<file path="src/rtl/mul_bus_pkg.sv">
// rtl/mul_bus_pkg.sv - register map, state encoding and helpers shared by the multiplier bus driver
package mul_bus_pkg;

    // Multiplier slave register map (word addresses)
    localparam logic [7:0] ADDR_MCAND_LO  = 8'h00;
    localparam logic [7:0] ADDR_MCAND_HI  = 8'h01;
    localparam logic [7:0] ADDR_MPLIER_LO = 8'h02;
    localparam logic [7:0] ADDR_MPLIER_HI = 8'h03;
    localparam logic [7:0] ADDR_OPSTART   = 8'h04;
    localparam logic [7:0] ADDR_OPCLEAR   = 8'h05;
    localparam logic [7:0] ADDR_INTR_EN   = 8'h06;
    localparam logic [7:0] ADDR_STATUS    = 8'h07;
    localparam logic [7:0] ADDR_RESULT0   = 8'h08;
    localparam logic [7:0] ADDR_RESULT1   = 8'h09;
    localparam logic [7:0] ADDR_RESULT2   = 8'h0A;
    localparam logic [7:0] ADDR_RESULT3   = 8'h0B;

    localparam int RESULT_WORDS  = 4;
    localparam int OPERAND_WORDS = 4;

    // Driver FSM encoding
    localparam logic [3:0] ST_IDLE     = 4'd0;
    localparam logic [3:0] ST_CLR0     = 4'd1;
    localparam logic [3:0] ST_INTEN    = 4'd2;
    localparam logic [3:0] ST_WR_OP    = 4'd3;
    localparam logic [3:0] ST_START    = 4'd4;
    localparam logic [3:0] ST_WAIT_INT = 4'd5;
    localparam logic [3:0] ST_RD_RES   = 4'd6;
    localparam logic [3:0] ST_CLR1     = 4'd7;
    localparam logic [3:0] ST_ABORT    = 4'd8;
    localparam logic [3:0] ST_DONE     = 4'd9;

    // Operand beat k goes to this register
    function automatic logic [7:0] operand_addr(input logic [1:0] idx);
        case (idx)
            2'd0:    operand_addr = ADDR_MCAND_LO;
            2'd1:    operand_addr = ADDR_MCAND_HI;
            2'd2:    operand_addr = ADDR_MPLIER_LO;
            default: operand_addr = ADDR_MPLIER_HI;
        endcase
    endfunction

    // Operand beat k carries this 32-bit slice: A lo, A hi, B lo, B hi
    function automatic logic [31:0] operand_word(input logic [63:0] a, input logic [63:0] b,
                                                 input logic [1:0] idx);
        case (idx)
            2'd0:    operand_word = a[31:0];
            2'd1:    operand_word = a[63:32];
            2'd2:    operand_word = b[31:0];
            default: operand_word = b[63:32];
        endcase
    endfunction

    // Result word k lives at this register
    function automatic logic [7:0] result_addr(input logic [1:0] idx);
        case (idx)
            2'd0:    result_addr = ADDR_RESULT0;
            2'd1:    result_addr = ADDR_RESULT1;
            2'd2:    result_addr = ADDR_RESULT2;
            default: result_addr = ADDR_RESULT3;
        endcase
    endfunction

endpackage

</file>
<file path="src/rtl/mul_bus_rd_pipe.sv">
// rtl/mul_bus_rd_pipe.sv - RD_LAT-deep {valid,word_idx} shift aligning read-data captures to read issues
module mul_bus_rd_pipe #(
    parameter int RD_LAT = 1
) (
    input  logic       clk,
    input  logic       reset,
    input  logic       in_valid,
    input  logic [1:0] in_idx,
    output logic       out_valid,
    output logic [1:0] out_idx
);

    logic [RD_LAT-1:0]      vld_q, vld_d;
    logic [RD_LAT-1:0][1:0] idx_q, idx_d;

    // Shift each issued read one stage per cycle; the last stage marks the cycle its data is on S_dout
    always_comb begin
        vld_d    = '0;
        idx_d    = '0;
        vld_d[0] = in_valid;
        idx_d[0] = in_idx;
        for (int i = 1; i < RD_LAT; i++) begin
            vld_d[i] = vld_q[i-1];
            idx_d[i] = idx_q[i-1];
        end
    end

    // Pipeline registers, flushed by reset so no stale capture survives an abort
    always_ff @(posedge clk or posedge reset) begin
        if (reset) begin
            vld_q <= '0;
            idx_q <= '0;
        end else begin
            vld_q <= vld_d;
            idx_q <= idx_d;
        end
    end

    assign out_valid = vld_q[RD_LAT-1];
    assign out_idx   = idx_q[RD_LAT-1];

endmodule

</file>
<file path="src/rtl/multiplier_bus_driver.sv">
// rtl/multiplier_bus_driver.sv - bus initiator running one 64x64 job through the Multiplier slave registers
module multiplier_bus_driver
    import mul_bus_pkg::*;
#(
    parameter int TIMEOUT_CYCLES = 1024,
    parameter int RD_LAT         = 1
) (
    input  logic         clk,
    input  logic         reset,
    input  logic         req_valid,
    output logic         req_ready,
    input  logic [63:0]  req_multiplicand,
    input  logic [63:0]  req_multiplier,
    output logic         resp_valid,
    input  logic         resp_ready,
    output logic [127:0] resp_result,
    output logic         resp_error,
    output logic         busy,
    output logic         S_sel,
    output logic         S_wr,
    output logic [7:0]   S_address,
    output logic [31:0]  S_din,
    input  logic [31:0]  S_dout,
    input  logic         m_interrupt
);

    localparam int TW = $clog2(TIMEOUT_CYCLES);

    logic [3:0]                    state_q, state_d;
    logic [2:0]                    beat_q, beat_d;
    logic [TW-1:0]                 tmo_q, tmo_d;
    logic [63:0]                   mcand_q, mcand_d;
    logic [63:0]                   mplier_q, mplier_d;
    logic [RESULT_WORDS-1:0][31:0] result_q, result_d;
    logic                          error_q, error_d;
    logic                          resp_valid_q, resp_valid_d;
    logic                          req_ready_q, req_ready_d;
    logic                          busy_q, busy_d;
    logic                          sel_q, sel_d;
    logic                          wr_q, wr_d;
    logic [7:0]                    addr_q, addr_d;
    logic [31:0]                   din_q, din_d;
    logic                          cap_valid;
    logic [1:0]                    cap_idx;

    // Reads on the bus are tracked so each S_dout sample lands in the right result word
    mul_bus_rd_pipe #(.RD_LAT(RD_LAT)) u_rd_pipe (
        .clk       (clk),
        .reset     (reset),
        .in_valid  (sel_q & ~wr_q),
        .in_idx    (addr_q[1:0]),
        .out_valid (cap_valid),
        .out_idx   (cap_idx)
    );

    // Next-state, beat/timeout counters, operand capture and result assembly
    always_comb begin
        state_d  = state_q;
        beat_d   = beat_q;
        tmo_d    = tmo_q;
        mcand_d  = mcand_q;
        mplier_d = mplier_q;
        result_d = result_q;
        error_d  = error_q;
        case (state_q)
            ST_IDLE: begin
                if (req_valid) begin
                    mcand_d  = req_multiplicand;
                    mplier_d = req_multiplier;
                    result_d = '0;
                    error_d  = 1'b0;
                    state_d  = ST_CLR0;
                end
            end
            ST_CLR0:  state_d = ST_INTEN;
            ST_INTEN: begin
                beat_d  = 3'd0;
                state_d = ST_WR_OP;
            end
            ST_WR_OP: begin
                if (beat_q == 3'(OPERAND_WORDS - 1)) begin
                    state_d = ST_START;
                end else begin
                    beat_d = beat_q + 3'd1;
                end
            end
            ST_START: begin
                tmo_d   = '0;
                state_d = ST_WAIT_INT;
            end
            ST_WAIT_INT: begin
                // Interrupt is checked first so it wins over the terminal count
                if (m_interrupt) begin
                    beat_d  = 3'd0;
                    state_d = ST_RD_RES;
                end else if (tmo_q == TW'(TIMEOUT_CYCLES - 1)) begin
                    state_d = ST_ABORT;
                end else begin
                    tmo_d = tmo_q + TW'(1);
                end
            end
            ST_RD_RES: begin
                if (beat_q != 3'(RESULT_WORDS)) begin
                    beat_d = beat_q + 3'd1;
                end
                if (cap_valid) begin
                    result_d[cap_idx] = S_dout;
                    if (cap_idx == 2'(RESULT_WORDS - 1)) begin
                        state_d = ST_CLR1;
                    end
                end
            end
            ST_CLR1:  state_d = ST_DONE;
            ST_ABORT: begin
                error_d  = 1'b1;
                result_d = '0;
                state_d  = ST_DONE;
            end
            ST_DONE: begin
                if (resp_ready) begin
                    state_d = ST_IDLE;
                end
            end
            default:  state_d = ST_IDLE;
        endcase
    end

    // Bus beat and client handshake outputs are decoded from the upcoming state so they come straight off flops
    always_comb begin
        sel_d        = 1'b0;
        wr_d         = 1'b0;
        addr_d       = 8'h00;
        din_d        = 32'h0;
        req_ready_d  = (state_d == ST_IDLE);
        busy_d       = (state_d != ST_IDLE);
        resp_valid_d = (state_d == ST_DONE);
        case (state_d)
            ST_CLR0, ST_CLR1, ST_ABORT: begin
                sel_d  = 1'b1;
                wr_d   = 1'b1;
                addr_d = ADDR_OPCLEAR;
                din_d  = 32'd1;
            end
            ST_INTEN: begin
                sel_d  = 1'b1;
                wr_d   = 1'b1;
                addr_d = ADDR_INTR_EN;
                din_d  = 32'd1;
            end
            ST_WR_OP: begin
                sel_d  = 1'b1;
                wr_d   = 1'b1;
                addr_d = operand_addr(beat_d[1:0]);
                din_d  = operand_word(mcand_q, mplier_q, beat_d[1:0]);
            end
            ST_START: begin
                sel_d  = 1'b1;
                wr_d   = 1'b1;
                addr_d = ADDR_OPSTART;
                din_d  = 32'd1;
            end
            ST_RD_RES: begin
                if (beat_d < 3'(RESULT_WORDS)) begin
                    sel_d  = 1'b1;
                    addr_d = result_addr(beat_d[1:0]);
                end
            end
            default: ;
        endcase
    end

    // State, counters, data registers and registered outputs
    always_ff @(posedge clk or posedge reset) begin
        if (reset) begin
            state_q      <= ST_IDLE;
            beat_q       <= '0;
            tmo_q        <= '0;
            mcand_q      <= '0;
            mplier_q     <= '0;
            result_q     <= '0;
            error_q      <= 1'b0;
            resp_valid_q <= 1'b0;
            req_ready_q  <= 1'b1;
            busy_q       <= 1'b0;
            sel_q        <= 1'b0;
            wr_q         <= 1'b0;
            addr_q       <= '0;
            din_q        <= '0;
        end else begin
            state_q      <= state_d;
            beat_q       <= beat_d;
            tmo_q        <= tmo_d;
            mcand_q      <= mcand_d;
            mplier_q     <= mplier_d;
            result_q     <= result_d;
            error_q      <= error_d;
            resp_valid_q <= resp_valid_d;
            req_ready_q  <= req_ready_d;
            busy_q       <= busy_d;
            sel_q        <= sel_d;
            wr_q         <= wr_d;
            addr_q       <= addr_d;
            din_q        <= din_d;
        end
    end

    assign req_ready   = req_ready_q;
    assign busy        = busy_q;
    assign resp_valid  = resp_valid_q;
    assign resp_result = result_q;
    assign resp_error  = error_q;
    assign S_sel       = sel_q;
    assign S_wr        = wr_q;
    assign S_address   = addr_q;
    assign S_din       = din_q;

endmodule
</file>
<file path="config.mk">
export PLATFORM = sky130hd
export DESIGN_NAME = multiplier_bus_driver
export DESIGN_NICKNAME = d
export VERILOG_FILES = /design/src/rtl/mul_bus_pkg.sv /design/src/rtl/mul_bus_rd_pipe.sv /design/src/rtl/multiplier_bus_driver.sv
export SDC_FILE = /design/constraint.sdc
export NUM_CORES = 1
export LEC_CHECK = 0
export CAP_MARGIN = 30
export CORE_MARGIN = 2
export CORE_UTILIZATION = 30
export CTS_CLUSTER_DIAMETER = 50
export DETAILED_ROUTE_END_ITERATION = 16
export PLACE_DENSITY = 0.54
export SLEW_MARGIN = 10
export SYNTH_ARGS = -nofsm -noshare
export SYNTH_HDL_FRONTEND = slang
export SYNTH_HIERARCHICAL = 1
export SYNTH_SLANG_ARGS = --single-unit
</file>
<file path="constraint.sdc">
create_clock -name clk -period 9.5 [get_ports clk]
set_input_delay 0.95 -clock clk [delete_from_list [all_inputs] [get_ports clk]]
set_output_delay 0.95 -clock clk [all_outputs]
set_load 0.05 [all_outputs]
</file>
==> flow_summary.yaml, run 1 <==
outcome:
  status: "finished, final reports clean"
setup_path:
  reg2reg_from: "state_q[0]"
  worstPathCellList: "clkdlybuf4s50_1, nand4b_1, a21oi_1, a31oi_4, buf_4, o21ai_4, buf_4, o22ai_1, a211oi_1"
  crit_fanout: 36
  crit_top_cell: "buf_4"
  crit_path_end_kind: "flop"
  max_stage_delay_ns: 0.57
  cp-startpoint: "m_interrupt"
  crit_arrival_ns: 3.66
  slowest_stage: "clkdlybuf4s50_1"
  critPathKind: "input pin to flop"
  critPathLaunchType: "input pin"
  crit_required_ns: 9.93
power:
  p_leak_nw: 7.67
  ir_worst_vdd_mv: 0.204
  p_per_area_nw_per_um2: 303
  power.share.sequential_pct: 36.1
  pwr-share-comb_pct: 34.5
  p_sw_share_pct: 35.1
  internal-power_mw: 3.55
  p_sw_mw: 1.92
  clkPwrFrac_pct: 29.5
clock_tree:
  cts.clk_slew.worst_paths_ns: 0.05
  numCtsBuffers: 42
  holdBufCountCts: 0
  ctsResizeCount: 0
  clock_insertion_delay_worst_skew_ns: 0.56
  clock-root-buffer: "clkbuf_16"
  cts_tree: "yes"
  clk_path_buf_depth: 3
  post_cts_buffers: 0
  cts_max_level: 2
  clock-sinks: 318
layout:
  drive_above_1_share_pct: 18.1
  nets: 1453
  final_cell_mix: "clkdlybuf4s50_1 (334), dfrtp_1 (317), mux2_2 (128), a22o_1 (97), nand2_1 (80)"
  instances_no_fill: 1855
  area_delta_synth_final_pct: 42.4
  final_common_cell: "clkdlybuf4s50_1"
place:
  io_buffers: 334
  dpl.hpwl_mm: 24.1
  numPlacedInstances: 1777
  place.gp.congestion: 0.775
worst_hold_path:
  min-delay-start: "S_address[0]"
  worstHoldPathType: "flop to flop"
timing:
  fin_crit_ns: 3.23
  tns_ns: 0
  slew_violations: 0
  fmax_mhz: 310
  worst_clock_skew_ns: 0.0221
  rsz0062_at_grt: "false"
  hold_violations: 0
  worst-slew-pin-transition_ns: 0.948
  slew_headroom_pct: 36.8
  setup_violations: 0
  fin_crit_sh_pct: 34.0
yosys:
  muxShareOfSynthArea_pct: 14.0
  synth_seq_cells: 318
  syn_area_um2: 12700
  synth_compound_area_share_pct: 13.5
  synth_xor_xnor_area_share_pct: 0.414
  synth_edf_count: 0
  ys_warn_count: 6
  syn_area_per_cell_um2: 13.3
  syn_inst: 953
  synthAdderAreaFrac_pct: 0.493
  yosys.area_share.simple_pct: 5.53
  synth_top_family_by_area: "multiplexers"
  ys_types: 58
  ys.flop_type: "dfrtp_1"
  yosysSeqAreaShare_pct: 62.8
  ys_async_sr_fraction_pct: 100
routing:
  via_per_inst: 4.87
  ant_nets: 0
  via_count: 9040
  drt_drc_violations_left: 0
  drt-wirelength-per-cell_um: 20.0
  firstDrtPassIters: 4
  wirelength_mm: 37.2
  drt_iter0_drc: 503
floorplan:
  die_y_um: 210
  die_w_um: 210
  core_um2: 41900
  dieArea_um2: 43900
  initial_core_util_pct: 30.3
  pin_count: 339
  rows: 75
global_routing:
  grt_overflow: 0
  grt_pass1_wl_mm: 57.2
  grt_pass1_vias: 9461
  grtUsageTotal_pct: 16.9
  antenna_found_initial: 6
  grt_max_degree: 170
run:
  drv_cap: 0
worst max-delay path, delay by kind of cell:
family	cells	cell delay, ns
buffers and inverters	3	1.39
AO/OA/AOI/OAI	5	1.14
AND/OR/NAND/NOR	1	0.15
per-layer routing:
metal	vias to the layer above	routed length, µm	track usage (%)
met2	312	16300	25.5
met1	4512	16200	22.2
met4	6	895	5.80
met5	-	46	0
met3	61	3710	6.52
li1	4149	-	-
path summary, 6_finish.rpt:
check	slack, ns	end	cells after the start
max	6.27	S_din[21]	9
min	0.38	u_rd_pipe/out_idx[0]	0
max reg2reg	6.41	S_din[21]	8
min reg2reg	0.38	u_rd_pipe/out_idx[0]	0
max in group asynchronous	7.13	S_din[1]	4
min in group asynchronous	0.78	u_rd_pipe/out_idx[0]	2
stage by stage:
stage	area (µm²)	power (mW)	setup slack [ns]	hold WS (ns)	utilization, %
floorplan	12700	3.26	4.35	0.480	-
global route	18100	5.77	6.10	0.398	43.1
detailed placement	16600	3.91	5.62	0.367	39.7
CTS	18000	5.55	6.22	0.385	43.1
global placement	16600	3.87	5.65	0.370	39.6
finish	18100	5.46	6.27	0.380	43.1
power groups by stage:
stage | clock, mW | combinational [mW] | sequential (mW)
after CTS | 1.65 | 1.92 | 1.98
final | 1.61 | 1.88 | 1.97
after global placement | 0 | 1.88 | 1.99
after global routing | 1.71 | 2.03 | 2.02
after floorplan | 0 | 1.05 | 2.21
after detailed placement | 0 | 1.91 | 2.00
flip-flops by register name, summed over array words and instances (netlist names):
name,flops
u_rd_pipe/out_idx,2
mplier_q,64
busy,1
req_ready,1
S_sel,1
mcand_q,64
S_din,32
resp_error,1
state_q,4
resp_result,128
beat_q,3
S_wr,1
tmo_q,10
resp_valid,1
S_address,4
u_rd_pipe/out_valid,1
cells by family after synthesis:
kind of cell / count (synthesis)
AND/OR/NAND/NOR: 144
other: 1
AO/OA/AOI/OAI: 232
XOR/XNOR: 6
multiplexers: 161
adder cells (fa/ha/maj): 5
buffers and inverters: 86
flip-flops: 318
area by class of cell:
class | instances | area, µm²
Timing Repair Buffer | 353 | 3540
Inverter | 16 | 63.8
Multi-Input combinational cell | 552 | 4390
Tap cell | 539 | 674
Sequential cell | 318 | 7960
Clock inverter | 20 | 230
Antenna cell | 2 | 5.00
Fill cell | 3895 | 23800
Clock buffer | 55 | 1190
synthesized netlist by cell type, drive strengths merged, types with 6 or more instances:
cell / n / share of area, %
a211oi: 31 / 1.8
a21oi: 8 / 0.32
a22o: 97 / 6.7
buf: 43 / 2.0
clkbuf: 27 / 0.80
dfrtp: 317 / 63
inv: 16 / 0.47
mux2: 128 / 11
mux2i: 33 / 2.6
nand2: 81 / 2.4
nand2b: 6 / 0.30
nor2: 16 / 0.47
nor2b: 6 / 0.32
nor3: 6 / 0.28
o21ai: 44 / 1.8
o22ai: 31 / 1.5
xnor2: 6 / 0.41
Power figures use the tool's default switching activity.
==> run 2, diff against run 1 <==
==> constraint.sdc (replaced) <==
create_clock -name clk -period 2.7 [get_ports clk]
set_input_delay 0.27 -clock clk [delete_from_list [all_inputs] [get_ports clk]]
set_output_delay 0.27 -clock clk [all_outputs]
set_load 0.05 [all_outputs]
==> run 2 against run 1 <==
  * Sequential power increased to 3.5 times the previous value
  * Via count up 0.81%
  * Critical path depth decreased by 1
  * Clock power rose to 3.2 times the previous value
  * Total power grew to 3.5 times the previous value
  * Routed wire length grew 0.54%
  * Largest power group is now combinational logic
==> flow_summary.yaml, run 2 (synthesized netlist as in run 1, its figures left out) <==
outcome:
  status: "finished, final reports clean"
power:
  power.total_mw: 19.0
  ir_worst_vdd_mv: 0.568
  p_leak_nw: 7.73
  p_per_area_nw_per_um2: 1040
layout:
  instances_no_fill: 1866
  final_common_cell: "clkdlybuf4s50_1"
  largest_reg_flops: 128
  nFillCells: 3909
  postLayoutCellArea_um2: 18200
  fin_util_pct: 43.5
  nets: 1468
  area_delta_synth_final_pct: 43.5
  drive_above_1_share_pct: 18.7
  final_cell_mix: "clkdlybuf4s50_1 (334), dfrtp_1 (317), mux2_2 (128), a22o_1 (97), nand2_1 (80)"
setup_path:
  slowest_stage: "dfrtp_1"
  reg2reg_from: "beat_q[0]"
  crit_top_cell: "ha_1"
  crit_required_ns: 3.14
  crit_arrival_ns: 2.92
  crit_fanout: 33
  worstPathCellList: "ha_1, ha_1, nand2b_1, a21o_1, a31oi_1, o311ai_4, buf_12, a211oi_1"
  cp-startpoint: "beat_q[0]"
  max_stage_delay_ns: 0.43
  critPathLaunchType: "flop"
  crit_path_end_kind: "flop"
  critPathKind: "flop to flop"
floorplan:
  die_y_um: 210
  pin_count: 339
  rows: 75
  dieArea_um2: 43900
  initial_core_util_pct: 30.3
  die_w_um: 210
  core_um2: 41900
clock_tree:
  cts_max_level: 2
  cts_tree: "yes"
  clock-root-buffer: "clkbuf_16"
  numCtsBuffers: 40
  clock-sinks: 318
  cts.clk_slew.worst_paths_ns: 0.06
  post_cts_buffers: 0
  clock_insertion_delay_worst_skew_ns: 0.55
  clk_path_buf_depth: 3
timing:
  fin_ws_ns: 0.220
  fin_hold_ws_ns: 0.329
  fmax_mhz: 403
  rsz0062_at_grt: "false"
  slew_violations: 0
  fin_crit_sh_pct: 91.9
  setup_violations: 0
  slew_headroom_pct: 50.5
  worst_clock_skew_ns: 0.0183
  worst-slew-pin-transition_ns: 0.733
  tns_ns: 0
  hold_violations: 0
  fin_crit_ns: 2.48
global_routing:
  antenna_found_initial: 8
  grt_max_degree: 70
  grt_pass1_vias: 9507
  grt_overflow: 0
  grtUsageTotal_pct: 17.1
  grt_pass1_wl_mm: 58.2
place:
  place.gp.congestion: 0.788
  dpl.hpwl_mm: 25.1
  place_ws_ns: 0.0926
  io_buffers: 334
  dpl_cell_area_um2: 16900
  numPlacedInstances: 1794
worst_hold_path:
  worstHoldPathType: "input pin to flop"
  min-delay-start: "req_multiplicand[26]"
routing:
  via_count: 9113
  wirelength_mm: 37.4
  drt_iter0_drc: 405
  ant_nets: 0
  drt_drc_violations_left: 0
  firstDrtPassIters: 4
  drt-wirelength-per-cell_um: 20.0
  via_per_inst: 4.88
run:
  drv_cap: 0
-- run 2: cell count changes in the layout (fill, tap and decap cells not counted), sizes merged --
cell and delta:
buf +16, bufinv -3, clkinv -3, clkbuf -1, clkinvlp -1, diode +1, dlygate4sd3 +1, inv +1
-- run 2: metal layers --
metal / routed length [µm] / global-route usage [%] / share of wire, %
met5: 71 / 0 / 0.19
met4: 674 / 4.62 / 1.8
met3: 3660 / 7.00 / 9.8
met2: 16700 / 26.7 / 45
met1: 16300 / 21.9 / 44
-- run 2: power breakdown --
part	leakage (nW)	internal [mW]	switching (mW)
Sequential	4.12	6.17	0.743
Clock	0.623	3.07	2.06
Combinational	2.98	3.07	3.88
Total	7.73	12.3	6.69
-- run 2: path summary, 6_finish.rpt --
check,endpoint,depth (start not counted),slack (ns)
setup / recovery,S_din[14],8,0.22
hold / removal,mcand_q[26],2,0.33
setup reg to reg,S_din[14],8,0.22
hold reg to reg,u_rd_pipe/out_idx[0],0,0.38
max in group asynchronous,req_ready,4,1.09
min in group asynchronous,u_rd_pipe/out_valid,3,0.61
-- run 2: final cells by class --
type	instances	area [µm²]	share of cell area [%]
antenna	3	7.51	0.0413
clock buffer	54	1140	6.29
clock inverter	14	123	0.674
inverter	16	63.8	0.351
multi-input combinational	552	4400	24.2
sequential	318	7960	43.7
tap	539	674	3.71
timing repair buffer	370	3830	21.0
-- run 2: critical path: cells and delay by family, from the launching register on --
kind	cells	cell delay, ns
compound gates	4	1.02
simple gates	1	0.18
fa+ha+maj	2	0.49
flops	1	0.43
buf+inv	1	0.22
-- run 2: repair_timing --
item / CTS / global route
hold buffers: 1 / 0
endpoints found under the hold margin: 3 / 0
endpoints found under the setup margin: 0 / 24
resized for setup: 0 / 1
==> run 3, diff against run 2 <==
--- a/config.mk
+++ b/config.mk
@@ -10,6 +10,7 @@
 export CORE_UTILIZATION = 30
 export CTS_CLUSTER_DIAMETER = 50
 export DETAILED_ROUTE_END_ITERATION = 16
+export GPL_TIMING_DRIVEN = 0
 export PLACE_DENSITY = 0.54
 export SLEW_MARGIN = 10
 export SYNTH_ARGS = -nofsm -noshare
==> run 3 against run 2 <==
  * Core utilization rose by 0.80 points
  * Final cell count grew 3.0%
  * Final area increased by 1.8%
  * Critical path type unchanged
  * Clock power grew 17%
  * Critical path depth is the same
  * Die area stayed put
  * Combinational power is 1% higher
  * Clock-buffer cell count rose by 4
  * Via count up 2.2%
  * Sequential share of layout area fell by 0.79 points
==> flow_summary.yaml, run 3 (synthesized netlist as in run 1, its figures left out) <==
timing:
  fmax_mhz: 405
  fin_ws_ns: 0.234
  slew_violations: 0
  tns_ns: 0
  rsz0062_at_grt: "false"
  fin_crit_ns: 2.47
  setup_violations: 0
  slew_headroom_pct: 40.2
  worst_clock_skew_ns: 0.0185
  worst-slew-pin-transition_ns: 0.890
  hold_violations: 0
  fin_crit_sh_pct: 91.3
place:
  place.gp.congestion: 0.798
  io_buffers: 334
  place_ws_ns: -0.399
  numPlacedInstances: 1840
  dpl.hpwl_mm: 29.2
  dpl_cell_area_um2: 16900
worst_hold_path:
  worstHoldPathType: "input pin to flop"
  hold_depth: 2
  min_to: "mcand_q[48]"
  min-delay-start: "req_multiplicand[48]"
routing:
  drt_drc_violations_left: 0
  ant_nets: 0
  via_count: 9313
  firstDrtPassIters: 4
  drt-wirelength-per-cell_um: 20.6
  wirelength_mm: 39.6
  drt_iter0_drc: 416
  via_per_inst: 4.85
layout:
  regArea_um2: 7960
  largest_reg_flops: 128
  multi_input_area_um2: 4370
  final_common_cell: "clkdlybuf4s50_1"
  drive_above_1_share_pct: 20.1
  final_cell_mix: "clkdlybuf4s50_1 (334), dfrtp_1 (317), mux2_2 (128), a22o_1 (97), nand2_1 (81)"
  area_delta_synth_final_pct: 46.2
  fin_util_pct: 44.3
  instances_no_fill: 1922
  nFillCells: 3915
  nets: 1516
  postLayoutCellArea_um2: 18500
global_routing:
  grt_pass1_wl_mm: 61.6
  antenna_found_initial: 10
  grt_pass1_vias: 10056
  grt_max_degree: 36
  grt_overflow: 0
  grtUsageTotal_pct: 18.3
floorplan:
  dieArea_um2: 43900
  initial_core_util_pct: 30.3
  die_w_um: 210
  rows: 75
  pin_count: 339
  core_um2: 41900
  die_y_um: 210
setup_path:
  crit_fanout: 10
  crit_arrival_ns: 2.90
  r2r_cells: 8
  crit_required_ns: 3.14
  reg2reg_setup_slack_ns: 0.23
  r2r-end: "S_din[24]"
  crit_path_end_kind: "flop"
  critPathLaunchType: "flop"
  critPathKind: "flop to flop"
  reg2reg_from: "beat_q[0]"
clock_tree:
  cts.clk_slew.worst_paths_ns: 0.06
  numCtsBuffers: 42
  clock-sinks: 318
  post_cts_buffers: 0
  clock_insertion_delay_worst_skew_ns: 0.56
  clock-root-buffer: "clkbuf_16"
  cts_tree: "yes"
  clk_path_buf_depth: 3
  cts_max_level: 2
power:
  p_per_area_nw_per_um2: 1070
  p_leak_nw: 7.97
  ir_worst_vdd_mv: 0.555
outcome:
  status: "finished, final reports clean"
run:
  drv_cap: 0
-- run 3: cell count changes in the layout (fill, tap and decap cells not counted), moves of 3 or more --
cell       previous run  this run
buf_2                 0        28
clkbuf_1              6        28
buf_4                18         9
buf_12               17         9
clkbuf_4              0         6
bufinv_16             1         6
clkbuf_16            41        45
buf_6                 0         3
clkbuf_2              0         3
-- run 3: worst max-delay path by stage --
stage / from / endpoint / slack, ns
5_1_grt: state_q[3] / mcand_q[43] / 0.002
3_5_place_dp: beat_q[0] / S_din[21] / -0.40
2_1_floorplan: reset / S_address[0] / -1.77
4_1_cts: beat_q[0] / S_din[24] / 0.006
3_3_place_gp: reset / mcand_q[47] / -4.25
6_report: beat_q[0] / S_din[24] / 0.23
-- run 3: metal layers --
metal / track usage, % / up-vias / part of all wire, % / routed length, µm
met5: 0 / - / 0.073 / 29
met1: 23.2 / 4636 / 43 / 16900
met2: 29.3 / 308 / 46 / 18200
met4: 5.21 / 6 / 2.0 / 809
met3: 6.81 / 63 / 9.1 / 3600
li1: - / 4300 / - / -
-- run 3: worst max-delay path: stages, from the launching register on --
cell      delay [ns]
dfrtp_1         0.41
ha_1            0.23
ha_1            0.25
nand2b_1        0.18
a21o_1          0.21
a31oi_4         0.28
o311ai_4        0.23
clkbuf_2        0.27
a211oi_1        0.28
-- run 3: cell type report --
cell class / count / area share (%)
tap: 539 / 3.64
sequential: 318 / 42.9
buffer: 70 / 2.03
multi-input combinational: 552 / 23.6
antenna: 5 / 0.0675
timing repair buffer: 346 / 19.3
clock inverter: 18 / 1.43
inverter: 16 / 0.344
clock buffer: 58 / 6.72
-- run 3: power by group --
group / internal [mW] / leakage [nW] / switching [mW] / total [mW]
sequential: 6.17 / 4.12 / 0.684 / 6.85
clock: 3.81 / 0.743 / 2.18 / 5.99
combinational: 3.01 / 3.11 / 4.01 / 7.02
total: 13.0 / 7.97 / 6.88 / 19.9
-- run 3: what timing repair did --
| item | CTS | global route |
|---|---|---|
| pin swaps | 0 | 1 |
| endpoints found under the setup margin | 120 | 30 |
| hold buffers | 1 | 0 |
| gates resized for setup | 8 | 17 |
| hold endpoints to repair | 3 | 0 |
-- run 3: stage by stage --
step           hold WS, ns  power, mW
4_1_cts              0.288       20.1
6_report             0.319       19.9
5_1_grt              0.305       21.0
3_5_place_dp         0.374       14.0
3_3_place_gp         0.363       13.8
2_1_floorplan       0.0236       11.5
